[config.mk]
export PLATFORM = sky130hd
export DESIGN_NAME = fetch_unit
export DESIGN_NICKNAME = d
export VERILOG_FILES = /design/src/rtl/isa_pkg.sv /design/src/rtl/fetch_unit.sv
export SDC_FILE = /design/constraint.sdc
export NUM_CORES = 1
export LEC_CHECK = 0
export ABC_AREA = 1
export CORE_MARGIN = 10
export CORE_UTILIZATION = 40
export CTS_BUF_LIST = sky130_fd_sc_hd__clkbuf_4 sky130_fd_sc_hd__clkbuf_8 sky130_fd_sc_hd__clkbuf_16
export DETAILED_ROUTE_END_ITERATION = 10
export GPL_TIMING_DRIVEN = 0
export PLACE_DENSITY = 0.81
export SLEW_MARGIN = 10
export SYNTH_ARGS = -nofsm -noshare
export SYNTH_HDL_FRONTEND = slang
export SYNTH_SLANG_ARGS = --single-unit
[constraint.sdc]
create_clock -name clk -period 2.1 [get_ports clk]
set_input_delay 0.42 -clock clk [delete_from_list [all_inputs] [get_ports clk]]
set_output_delay 0.42 -clock clk [all_outputs]
set_load 0.005 [all_outputs]
[src/rtl/isa_pkg.sv]
// Shared ISA definitions for fetch, decode and program memory.
// Opcode map, field widths, the NOP word and the fetch state encoding.
package isa_pkg;

    localparam int OPC_W   = 5;
    localparam int REG_W   = 3;
    localparam int PC_W    = 8;
    localparam int INSTR_W = 17;

    localparam logic [INSTR_W-1:0] NOP_WORD = 17'h00000;

    typedef enum logic [OPC_W-1:0] {
        NOP = 5'b00000,
        SUB = 5'b00001,
        JML = 5'b00010,
        JMP = 5'b00011,
        AIU = 5'b00100,
        ST  = 5'b00101,
        AND = 5'b00110,
        JMR = 5'b00111,
        LSL = 5'b01000,
        ADI = 5'b01001,
        XOR = 5'b01010,
        BZ  = 5'b01011,
        MOV = 5'b01100,
        LD  = 5'b01101,
        SLT = 5'b01110,
        ADD = 5'b01111,
        OUT = 5'b10000,
        NOT = 5'b10001,
        IN  = 5'b10010,
        BNZ = 5'b10011,
        ORI = 5'b10100,
        LSR = 5'b10101
    } opcode_t;

    typedef enum logic {
        FETCH  = 1'b0,
        HALTED = 1'b1
    } fetch_state_t;

endpackage

[src/rtl/fetch_unit.sv]
// Instruction fetch stage: owns the PC, latches program-memory words into
// the IR, and handles stalls, execute redirects and halt/resume.
module fetch_unit
    import isa_pkg::*;
#(
    parameter int          PC_WIDTH    = 8,
    parameter int          INSTR_WIDTH = 17,
    parameter int unsigned RESET_PC    = 0,
    parameter int          COUNT_WIDTH = 16
) (
    input  logic                   clk,
    input  logic                   reset,
    input  logic                   stall,
    input  logic                   redirect_valid,
    input  logic [PC_WIDTH-1:0]    redirect_target,
    input  logic                   halt_req,
    input  logic                   resume,
    output logic [PC_WIDTH-1:0]    pm_address,
    input  logic [INSTR_WIDTH-1:0] pm_data,
    output logic [INSTR_WIDTH-1:0] ir,
    output logic                   ir_valid,
    output logic [PC_WIDTH-1:0]    ir_pc,
    output logic                   halted,
    output logic [COUNT_WIDTH-1:0] fetch_count
);

    localparam logic [INSTR_WIDTH-1:0] IR_NOP = INSTR_WIDTH'(NOP_WORD);
    localparam logic [PC_WIDTH-1:0]    PC_RST = PC_WIDTH'(RESET_PC);

    fetch_state_t state_q, state_d;

    logic [PC_WIDTH-1:0]    pc_q, pc_d;
    logic [INSTR_WIDTH-1:0] ir_q, ir_d;
    logic                   valid_q, valid_d;
    logic [PC_WIDTH-1:0]    ir_pc_q, ir_pc_d;
    logic [COUNT_WIDTH-1:0] count_q, count_d;

    always_ff @(posedge clk or negedge reset) begin
        if (!reset) begin
            state_q <= FETCH;
            pc_q    <= PC_RST;
            ir_q    <= IR_NOP;
            valid_q <= 1'b0;
            ir_pc_q <= '0;
            count_q <= '0;
        end else begin
            state_q <= state_d;
            pc_q    <= pc_d;
            ir_q    <= ir_d;
            valid_q <= valid_d;
            ir_pc_q <= ir_pc_d;
            count_q <= count_d;
        end
    end

    // Priority: redirect, then halted handling, then halt, stall, fetch.
    always_comb begin
        state_d = state_q;
        pc_d    = pc_q;
        ir_d    = ir_q;
        valid_d = valid_q;
        ir_pc_d = ir_pc_q;
        count_d = count_q;

        if (redirect_valid) begin
            pc_d    = redirect_target;
            ir_d    = IR_NOP;
            valid_d = 1'b0;
        end else if (state_q == HALTED) begin
            if (resume) begin
                state_d = FETCH;
            end
        end else if (halt_req) begin
            state_d = HALTED;
            ir_d    = IR_NOP;
            valid_d = 1'b0;
        end else if (!stall) begin
            ir_d    = pm_data;
            ir_pc_d = pc_q;
            valid_d = 1'b1;
            pc_d    = pc_q + PC_WIDTH'(1);
            count_d = count_q + COUNT_WIDTH'(1);
        end
    end

    assign pm_address  = pc_q;
    assign ir          = ir_q;
    assign ir_valid    = valid_q;
    assign ir_pc       = ir_pc_q;
    assign fetch_count = count_q;
    assign halted      = (state_q == HALTED);

endmodule

# ---- Word-level counts from Yosys, hierarchy flattened
# Cells that the tools add are included.
dict set report op_classes {
  addsub 2
  n_eq_ne 4
  muxes 15
  bitwise 4
  n_reduce_logical 3
}
# op count
set op_table {}
lappend op_table {{17-bit two-way mux} 4}
lappend op_table {{8-bit two-way mux} 4}
lappend op_table {{16-bit by 1-bit adder with 16-bit output (second input constant)} 1}
lappend op_table {{8-bit by 1-bit adder with 8-bit output (second input constant)} 1}
lappend op_table {{1-bit two-way mux} 7}
lappend op_table {{2-bit inequality test (second input constant)} 2}
lappend op_table {{1-bit NOT} 4}
lappend op_table {{4-bit AND reduction} 1}
lappend op_table {{3-bit by 1-bit inequality test with 1-bit output (second input constant)} 1}
lappend op_table {{3-bit AND reduction} 1}
lappend op_table {{2-bit by 1-bit inequality test with 1-bit output (second input constant)} 1}
lappend op_table {{2-bit AND reduction} 1}
dict set report word_totals {
  regBits 51
  in_bits 31
  out_inout_bits 51
  word_cells 34
}

# ---- Depth between registers and ports, before layout
dict set report logic_depth {
  depth_word 5
  ltp_mapped 9
  ltp_nobuf 8
}

# ---- Least setup slack after synthesis
# OpenSTA, ideal clock, no wires.
dict set report synth_timing {
  kind {input -> register}
  startpoint {input redirect_valid}
  endpoint {register count_q[12], in the netlist fetch_count[12]}
  setup_time_ns 0.120
  arrival_time_ns 1.143
  required_time_ns 1.980
  slack_ns 0.836
  stages 7
  path_buffers 1
  path_cell_list {buf_6 > nor2_8 > nand3_4 > nor2_4 > nand2_4 > o21ai_1 > nand2_1}
}
dict set report synth_between {
  elab_chain_cells 2
}
# element line_no
set synth_lines {}
lappend synth_lines {{from (decl)} fetch_unit.sv:14} ;# input logic redirect_valid,
lappend synth_lines {{1-bit NOT (no source line)} n/a}
lappend synth_lines {{4-bit AND reduction (no source line)} n/a}
lappend synth_lines {{to (signal assigned)} fetch_unit.sv:52} ;# count_q <= count_d;
lappend synth_lines {{to (decl)} fetch_unit.sv:36} ;# logic [COUNT_WIDTH-1:0] count_q, count_d;
# No other way between the ends.
# A chain may end at the register's enable or synchronous reset.

# ---- Worst setup path in the final report
dict set report layout_timing {
  startpoint {register pc_q[3], in the netlist pm_address[3]}
  endpoint {output pm_address[3]}
}
# element line_no
set layout_lines {}
lappend layout_lines {{from (decl)} fetch_unit.sv:32} ;# logic [PC_WIDTH-1:0] pc_q, pc_d;
lappend layout_lines {{from (signal assigned)} fetch_unit.sv:48} ;# pc_q <= pc_d;
lappend layout_lines {{to (decl)} fetch_unit.sv:18} ;# output logic [PC_WIDTH-1:0] pm_address,
# No word-level cell between the ends.

==> results.md <==
- CP Data Arrival Time: ~1.3 ns
- Synth top area cells: dfrtp_1 53%, nand2_1 13%, inv_1 5.7%, o21ai_0 5.6%, nor2_1 3.1%
- Max clock buf depth: 2
- Worst setup path category: flop to output port
- Core area: 5890 µm²
- Tcrit/Tclk final: between 80% and 90%
- Share of layout cells above drive strength 1: about 7.4%
- GR Util met2: 22.6%
- Later-pin clock latency in the skew report: approximately 0.3 ns
- GRT Total Usage: about an eighth
- Min Tclk post-route: 1.74 ns
- Root buf cell: clkbuf_8
- Yosys warning count: 0
- Pwr Total: 2.43 mW
- Hold-fix buffers, CTS: 0
- Hold_ws: 0.0595 ns
- Area leader, netlist: dfrtp_1
- Actual slew at the worst max-slew pin: roughly 0.46 ns
- PD cells: between 700 and 800 nW/µm²
- Worst-path cell chain: clkdlybuf4s50_1
- DP HPWL: between 4000 and 5000 µm
- Worst hold path class: input port to async pin
- # IOs: 82
- Pleak: between 1.5 and 2 nW
- Final wirelength: 6200 µm
- CP Capture Type: output port
- H-tree Lvls: 2
- Placed cell areas: between 3000 and 4000 µm²
- Worst path slowest cell: clkdlybuf4s50_1
- Largest delay contributor family on the critical path: buffers and inverters
- Area of the mapped netlist: roughly 2400 µm²
- Post-synthesis cell count: between 200 and 300
- CP max FO: 6
- Via density: between 4 and 5
- Met1 Use GR: about 15%
- Endpoints failing hold: 0
- Area delta synth->final: 41.3%
- Final Core Density: 58.0%
- Number of global-route vias before repair: 2138
- # clock sinks: roughly 50
- Post-CTS Setup Bufs: 0
- VDD IR max: 0.000370 V
- Mean routed wirelength per cell: about 14 µm
- Synth cell count leaders: 82 x nand2_1, 51 x dfrtp_1, 37 x inv_1
- Vias: just over 2000
- TritonCTS buffer count: 5
- Synthesized flop and latch total: 51
- DRC: 0
- Post-synth top area share: 52.8%
- Die area: between 9000 and 10000 µm²
- FILL cells: 570
- Fmax: between 500 and 600 MHz
- Avg Cell Area, Syn: between 8 and 9 µm²
- Startpoint class of the critical path: flop
- DIE WIDTH: between 90 and 100 µm
- Syn_nets: 312
- CP bufs+invs: 1
- Clock Skew: ~0.0063 ns
- Final GP Congestion: roughly 0.81
- DR pass1 iterations: 4
- Most frequent cell after synthesis: nand2_1
- Gr ovfl total: 0
- Headroom to the max-slew limit: between 60 and 70%
- Initial DRC count: 54
- Number of enable flip-flop cells after synthesis: 0
- Largest net degree at the start of global routing: 34
- First-pass GRT wire length: 10500 µm
- Die H: 97.7 µm
- Final instance area: approximately 3400 µm²
- Synth Flop Type: dfrtp_1
- # setup viols final: 0
- Required @ worst endpoint: roughly 1.7 ns
- I/O Buffers: 80
- Max stage delay on crit path: between 0.5 and 0.6 ns
- Max_cap viols: 0
- Antenna Nets Post-Route: 0
- CTS clk-pin slew, worst paths: ~0.090 ns
- Post-CTS sizing: 0
- GRT busiest layer: met2
- Status: finished, final reports clean
- FP Rows: 28
- Routing usage on met3: 4.51%
- Sequential share of the synthesized area: around 53%
- RSZ-0062 raised after global routing: no
- Nets: 400
- CTS tree: yes
- Slew Limit Fails: 0
- Initial antenna violation count: 0
- Asr flop ratio synth: between 90% and 100%
- Unique masters post-synth: 30
- Initial Utilization: 41.1%
- Total inserted antenna cells: 0
[cell usage in the layout, fill, tap and decap left out]
cell type,count
inv_1,37
a31oi_1,1
o21ai_0,27
buf_2,6
nor3_4,1
o221ai_1,1
a21oi_1,3
buf_4,1
nor2_2,2
dfrtp_1,51
inv_4,1
o21ai_1,1
o211ai_1,2
nor3_1,3
nor2_4,2
nor2_1,20
buf_6,1
nand3b_1,1
nand3_4,1
nand2_1,82
o21bai_1,1
ha_1,2
xor2_1,6
nor2_8,1
xnor2_1,6
nand3b_4,1
clkbuf_8,6
a21o_1,1
clkinv_2,1
nand2_4,2
buf_12,1
nand4_1,4
clkdlybuf4s50_1,79
nand3_1,12
[report_power, final]
part | switching [mW] | internal [mW] | total, mW | leakage, nW
combinational | 0.253 | 0.367 | 0.621 | 0.857
clock | 0.312 | 0.259 | 0.571 | 0.0470
sequential | 0.129 | 1.11 | 1.24 | 0.667
[per-layer routing]
layer	up-vias	share of wire, %
met1	967	42
met3	7	6.2
met4	0	0.94
met5	-	0
li1	1048	-
met2	41	51
[registers in the layout, indices dropped and copies added, names as in the netlist]
register     cells
ir              17
pm_address       8
fetch_count     16
ir_pc            8
halted           1
ir_valid         1
[final timing paths]
| check | slack [ns] | from | end | depth (start not counted) |
|---|---|---|---|---|
| hold reg to reg | 0.49 | ir_pc[1] | ir_pc[1] | 2 |
| setup / recovery | 0.36 | pm_address[3] | pm_address[3] | 1 |
| setup reg to reg | 0.75 | halted | ir[5] | 6 |
| min in group clk | 0.40 | redirect_valid | pm_address[0] | 3 |
| max in group asynchronous | 1.52 | reset | fetch_count[0] | 2 |
| hold / removal | 0.06 | reset | ir[10] | 1 |
[metrics by stage]
stage / worst slack [ns] / std cells / TNS [ns]
finish: 0.357 / 442 / 0
global route: 0.307 / 442 / 0
CTS: 0.354 / 442 / 0
detailed placement: 0.248 / 435 / 0
global placement: -0.969 / 434 / -49.30
floorplan: 0.836 / 279 / 0
[area by class of cell]
type	count	area (µm²)	share of cell area, %
Timing Repair Buffer	81	816	23.9
Clock inverter	1	5.00	0.147
Multi-Input combinational cell	183	952	27.9
Inverter	38	145	4.25
Sequential cell	51	1280	37.4
Buffer	7	43.8	1.28
Tap cell	75	93.8	2.75
Clock buffer	6	82.6	2.42
[cells by family after synthesis]
| family | synth area share [%] |
|---|---|
| adder cells (fa/ha/maj) | 1.04 |
| flip-flops | 52.8 |
| buffers and inverters | 7.82 |
| XOR/XNOR | 4.35 |
| AO/OA/AOI/OAI | 8.28 |
| AND/OR/NAND/NOR | 25.7 |
Power figures use the tool's default switching activity.
